**config.mk**
```make
export PLATFORM = sky130hd
export DESIGN_NAME = mcp23017_gpio_sync
export DESIGN_NICKNAME = d
export VERILOG_FILES = /design/src/rtl/mcp23017_gpio_sync.sv
export SDC_FILE = /design/constraint.sdc
export NUM_CORES = 1
export LEC_CHECK = 0
export CAP_MARGIN = 20
export CORE_MARGIN = 2
export CORE_UTILIZATION = 57
export DETAILED_ROUTE_END_ITERATION = 16
export DONT_BUFFER_PORTS = 1
export PLACE_DENSITY_LB_ADDON = 0.12
export RECOVER_POWER = 100
export SETUP_SLACK_MARGIN = 0.1
export SLEW_MARGIN = 20
export SYNTH_ARGS = -nofsm -noshare
export SYNTH_HDL_FRONTEND = slang
export SYNTH_SLANG_ARGS = --single-unit
```
**constraint.sdc**
```tcl
create_clock -name clk -period 2.3 [get_ports clk]
set_clock_uncertainty 0.2 [all_clocks]
set_input_delay 0.23 -clock clk [delete_from_list [all_inputs] [get_ports clk]]
set_output_delay 0.23 -clock clk [all_outputs]
set_load 0.01 [all_outputs]
```
**src/rtl/mcp23017_gpio_sync.sv**
```systemverilog
`default_nettype none
// +--------------------------------------------------------------------------+
// | mcp23017_gpio_sync                                                        |
// | Sequences IODIR init and mirrors a 16-bit value onto OLATA/OLATB through  |
// | an MCP23017 byte-writer, with write timeout and a sticky error flag.      |
// | Revision: 1.0                                                             |
// +--------------------------------------------------------------------------+
module mcp23017_gpio_sync #(
    parameter logic [2:0]  HW_ADDR        = 3'b000,
    parameter logic [7:0]  IODIR_A        = 8'h00,
    parameter logic [7:0]  IODIR_B        = 8'h00,
    parameter int unsigned STARTUP_CYCLES = 50000,
    parameter int unsigned TIMEOUT_CYCLES = 100000
) (
    input  logic        clk,
    input  logic        rst,
    input  logic [15:0] gpio_value,
    input  logic        force_refresh,
    input  logic        clear_error,
    output logic        wr_en,
    output logic [2:0]  hardware_address,
    output logic [7:0]  register_address,
    output logic [7:0]  data_out,
    input  logic        completed,
    output logic        init_done,
    output logic        busy,
    output logic        error
);
    localparam int c_SW = (STARTUP_CYCLES > 1) ? $clog2(STARTUP_CYCLES) : 1;
    localparam int c_TW = (TIMEOUT_CYCLES > 1) ? $clog2(TIMEOUT_CYCLES) : 1;
    localparam logic [c_SW-1:0] c_START_LAST = c_SW'(STARTUP_CYCLES - 1);
    localparam logic [c_TW-1:0] c_TO_LAST    = c_TW'(TIMEOUT_CYCLES - 1);
    localparam logic [7:0] c_REG_IODIRA = 8'h00;
    localparam logic [7:0] c_REG_IODIRB = 8'h01;
    localparam logic [7:0] c_REG_OLATA  = 8'h14;
    localparam logic [7:0] c_REG_OLATB  = 8'h15;

    typedef enum logic [2:0] {
        S_STARTUP = 3'd0,
        S_INIT_A  = 3'd1,
        S_INIT_B  = 3'd2,
        S_IDLE    = 3'd3,
        S_WR_A    = 3'd4,
        S_WR_B    = 3'd5
    } state_t;

    state_t          r_state, w_state_nxt;
    logic            r_wr_en;       // doubles as the ISSUE-cycle marker
    logic [7:0]      r_reg, r_data;
    logic [7:0]      r_shadow_a, r_shadow_b, r_snap_hi;
    logic            r_valid_a, r_valid_b, r_force, r_pend_b;
    logic            r_init_done, r_error;
    logic [c_SW-1:0] r_scnt;
    logic [c_TW-1:0] r_tcnt;

    logic       w_need_a, w_need_b, w_waiting, w_ack, w_timeout, w_adv;
    logic       w_load, w_consume, w_set_init, w_pend_b_nxt;
    logic [7:0] w_load_reg, w_load_data;

    always_comb begin
        w_state_nxt  = r_state;
        w_load       = 1'b0;
        w_load_reg   = r_reg;
        w_load_data  = r_data;
        w_consume    = 1'b0;
        w_set_init   = 1'b0;
        w_pend_b_nxt = r_pend_b;
        w_need_a  = !r_valid_a || (gpio_value[7:0]  != r_shadow_a) || r_force;
        w_need_b  = !r_valid_b || (gpio_value[15:8] != r_shadow_b) || r_force;
        w_waiting = !r_wr_en && (r_state != S_STARTUP) && (r_state != S_IDLE);
        w_ack     = w_waiting && completed;
        w_timeout = w_waiting && !completed && (r_tcnt == c_TO_LAST);
        w_adv     = w_ack || w_timeout;

        case (r_state)
            S_STARTUP: begin
                if (r_scnt == c_START_LAST) begin
                    w_state_nxt = S_INIT_A;
                    w_load      = 1'b1;
                    w_load_reg  = c_REG_IODIRA;
                    w_load_data = IODIR_A;
                end
            end
            S_INIT_A: begin
                if (w_adv) begin
                    w_state_nxt = S_INIT_B;
                    w_load      = 1'b1;
                    w_load_reg  = c_REG_IODIRB;
                    w_load_data = IODIR_B;
                end
            end
            S_INIT_B: begin
                if (w_adv) begin
                    w_state_nxt = S_IDLE;
                    w_set_init  = 1'b1;
                end
            end
            S_IDLE: begin
                // B's need is frozen here so the follow-on write uses the same snapshot
                if (w_need_a) begin
                    w_state_nxt  = S_WR_A;
                    w_load       = 1'b1;
                    w_load_reg   = c_REG_OLATA;
                    w_load_data  = gpio_value[7:0];
                    w_consume    = 1'b1;
                    w_pend_b_nxt = w_need_b;
                end else if (w_need_b) begin
                    w_state_nxt = S_WR_B;
                    w_load      = 1'b1;
                    w_load_reg  = c_REG_OLATB;
                    w_load_data = gpio_value[15:8];
                    w_consume   = 1'b1;
                end
            end
            S_WR_A: begin
                if (w_adv) begin
                    if (r_pend_b) begin
                        w_state_nxt = S_WR_B;
                        w_load      = 1'b1;
                        w_load_reg  = c_REG_OLATB;
                        w_load_data = r_snap_hi;
                    end else begin
                        w_state_nxt = S_IDLE;
                    end
                end
            end
            S_WR_B: begin
                if (w_adv) begin
                    w_state_nxt = S_IDLE;
                end
            end
            default: w_state_nxt = S_STARTUP;
        endcase
    end

    always_ff @(posedge clk) begin
        if (rst) begin
            r_state     <= S_STARTUP;
            r_wr_en     <= 1'b0;
            r_reg       <= 8'h00;
            r_data      <= 8'h00;
            r_shadow_a  <= 8'h00;
            r_shadow_b  <= 8'h00;
            r_snap_hi   <= 8'h00;
            r_valid_a   <= 1'b0;
            r_valid_b   <= 1'b0;
            r_force     <= 1'b0;
            r_pend_b    <= 1'b0;
            r_init_done <= 1'b0;
            r_error     <= 1'b0;
            r_scnt      <= '0;
            r_tcnt      <= '0;
        end else begin
            r_state  <= w_state_nxt;
            r_wr_en  <= w_load;
            r_pend_b <= w_pend_b_nxt;
            if (w_load) begin
                r_reg  <= w_load_reg;
                r_data <= w_load_data;
            end
            r_scnt <= (r_state == S_STARTUP) ? r_scnt + c_SW'(1) : '0;
            if (w_load) begin
                r_tcnt <= '0;
            end else if (r_tcnt != c_TO_LAST) begin
                r_tcnt <= r_tcnt + c_TW'(1);
            end
            if (r_state == S_IDLE) begin
                r_snap_hi <= gpio_value[15:8];
            end
            // A timed-out write leaves the shadow stale so IDLE retries it
            if (w_ack && r_state == S_WR_A) begin
                r_shadow_a <= r_data;
                r_valid_a  <= 1'b1;
            end
            if (w_ack && r_state == S_WR_B) begin
                r_shadow_b <= r_data;
                r_valid_b  <= 1'b1;
            end
            // A strobe coincident with consumption is satisfied by the write being issued
            if (w_consume) begin
                r_force <= 1'b0;
            end else if (force_refresh) begin
                r_force <= 1'b1;
            end
            if (w_set_init) begin
                r_init_done <= 1'b1;
            end
            if (w_timeout) begin
                r_error <= 1'b1;
            end else if (clear_error) begin
                r_error <= 1'b0;
            end
        end
    end

    assign wr_en            = r_wr_en;
    assign hardware_address = HW_ADDR;
    assign register_address = r_reg;
    assign data_out         = r_data;
    assign init_done        = r_init_done;
    assign busy             = (r_state != S_IDLE);
    assign error            = r_error;

endmodule
`default_nettype wire

```
==> impl_results.md <==
* Synth Register Bits at 77
* Clock latency on the worst-skew pair at between 300 and 400 ps
* Global route total overflow at 0
* Power Total at 2.86 mW
* Post-synth ARST share at 0%
* Vias after detailed routing at 3,063
* Synth cell types at 49
* Setup violations, final at 0
* Count leader, synth: nor2_1
* Minimum clock period at 2200 ps
* First-pass GRT wire length at 13,900 um
* Clock Path Buffers at 2
* Largest net degree at the start of global routing at 37
* Leak pwr at 1.57 nW
* CTS Root Cell: clkbuf_8
* Post-DR vias/cell at between 5 and 6
* GPL Wtd Cong at 0.855
* Final Instance Area at around 4200 um^2
* Post-synth top area share at 42.7%
* EDFF count, synth at 0
* Register area share after synthesis at 42.7%
* TritonCTS Buffers at 9
* Area post-placement at around 3700 um^2
* Non-Filler Instances at 547
* Crit path DAT at 2230 ps
* Worst path bufs/invs at 2
* VDD IR-drop max at 0.000405 V
* Clock sinks at 77
* Area Growth Syn to Fin at 16.9%
* Tightest Pin Transition at 766 ps
* Die area at about 7000 um^2
* Worst hold path class: in -> reg
* Ys Warns at 0
* CP Capture Type: register
* Largest area contributor in the netlist: dfxtp_1
* Starting DRT DRC Count at about 210
* Routed wire length at 8570 um
* Slew Viols, Final at 0
* Leading cell types by count after synthesis: nor2_1, dfxtp_1, a21oi_1, nand2_1, xor2_1
* Detailed placement HPWL at 5420 um
* Post-DRT Antenna Nets at 0
* WP data required at 2320 ps
* Most Frequent Cell on Critical Path: buf_4
* Hold Slack at about 19 ps
* Cell count after synthesis at ~440
* I/O pin cnt at 44
* Power per Cell Area at ~680 nW/um^2
* Leading post-synthesis cells by cell area: dfxtp_1, nor2_1, xor2_1
* Final Hold Fails at 0
* Drt first pass iters at 4
* FP Rows at 28
* Final worst slack at between 90 and 100 ps
* Deepest level of the CTS H-tree at 3
* Die Y at 83.6 um
* Slew margin rel. at 48.9%
* Post-layout util at between 60 and 70%
* Max_cap viols at 0
* WL/cell at 15.7 um
* CP top delay family: simple AND/OR/NAND/NOR gates
* Fraction of layout cells with a size suffix above 1 at 14.6%
* Post-synthesis area per instance at 8.29 um^2
* RSZ-0062 raised after global routing: yes
* Ant. Diodes at 0
* Placed cell count at between 500 and 600
* Fill cells at 513
* DRC violations left at 0
* Core ar. at 6030 um^2
* Outcome: complete, no violations
* Starting Density at 59.9%
* Syn Std Cell Area at approximately 3600 um^2
* IO Port Bufs at 0
* Gr usage total at around a quarter
* Final period utilization at between 90% and 100%
* Peak Freq at 454 MHz
* Top_reg_cell synth: dfxtp_1
* Width of the die at 83.6 um
* CTS clk-pin slew, worst paths at 80 ps
* Dpl ws at 20.2 ps
* Vias in the first global route at 2,915
* Slowest stage cell on the critical path: nor4_1
* CTS tree: yes
* CP max FO at 8
* Startpoint types: register
* Largest stage delay, worst path at around 350 ps
* Critical-path cell list: xor2_2 -> nor4_1 -> buf_4 -> nand3_1 -> buf_4 -> and3_1 -> a211oi_1 -> o22ai_2
* Initial antenna violation count at 0
* Kind of critical path: reg -> reg
* Setup TNS at 0 ps
* # nets final at just under 500
## state kept, by name, indices dropped and copies added (netlist names), 2 cells and up
signal,count
r_snap_hi,8
register_address,2
data_out,8
r_scnt,16
r_shadow_b,8
r_state,3
r_shadow_a,8
r_tcnt,17
## cells in the final DEF, fill, tap and decap left out, types with 3 or more instances in the layout
cell type,instances
nand3_1,11
dfxtp_1,73
and3_1,13
nand4_1,11
clkbuf_8,9
dlygate4sd3_1,18
o21ai_0,6
a21oi_1,35
xor2_1,28
or3_1,5
xnor2_1,13
nand2b_1,4
nor3_1,8
and4_1,3
dfxtp_2,3
buf_6,3
a211oi_1,5
clkbuf_1,5
o22ai_2,6
buf_4,16
nor2_1,83
inv_1,20
nand2_1,30
a211oi_2,4
conb_1,8
## final cells by class
| class | instances | area (um^2) | area share, % |
|---|---|---|---|
| repair buffers | 44 | 400 | 9.50 |
| clock buffers | 11 | 131 | 3.12 |
| inverters | 20 | 75.1 | 1.78 |
| multi-input cells | 316 | 1940 | 46.0 |
| well taps | 75 | 93.8 | 2.23 |
| clock inverters | 4 | 26.3 | 0.623 |
| flip-flops and latches | 77 | 1550 | 36.7 |
## kinds of logic (layout without fill, tap and decap cells)
logic type | Yosys count | after routing | share of synthesized area, %
buffers and inverters | 49 | 79 | 6.76
multiplexers | 1 | 1 | 0.277
XOR/XNOR | 42 | 42 | 10.2
flip-flops | 77 | 77 | 42.7
other | 1 | 8 | 0.104
AND/OR/NAND/NOR | 187 | 187 | 25.7
AO/OA/AOI/OAI | 76 | 76 | 13.5
adder cells (fa/ha/maj) | 2 | 2 | 0.694
## routing by layer
metal	GRT usage (%)	routed length, um	vias up
li1	-	-	1518
met1	33.7	3920	1446
met2	38.0	3910	86
met3	5.24	619	13
met4	11.0	119	0
met5	0	0	-
## worst paths after layout
kind	start	endpoint	slack (ps)	depth (start not counted)
worst max-delay path	r_shadow_a[1]	data_out[5]	100	8
worst min-delay path	gpio_value[8]	data_out[0]	20	4
worst max register to register	r_shadow_a[1]	data_out[5]	100	8
worst min register to register	r_scnt[0]	r_scnt[0]	240	1
## worst reg2reg max path, delay by kind of cell (launching register included)
family                 cells  cell delay [ps]
buffers and inverters      2              380
AO/OA/AOI/OAI              2              360
XOR/XNOR                   1              140
flip-flops                 1              340
AND/OR/NAND/NOR            3              660
## power by group
part	total, mW	leakage, nW	switching, mW	internal (mW)
sequential	1.46	0.624	0.0648	1.40
combinational	0.549	0.867	0.306	0.243
clock	0.855	0.0792	0.470	0.385
total	2.86	1.57	0.841	2.02
## what timing repair did
| action | CTS | global route |
|---|---|---|
| endpoints found under the setup margin | 15 | 29 |
| hold buffers | 19 | 0 |
| cloned | 1 | 1 |
| endpoints found under the hold margin | 38 | 0 |
| setup buffers | 1 | 2 |
| resized for setup | 5 | 24 |
| pin swaps | 1 | 6 |
No activity file was read; power rests on OpenSTA's default activity.
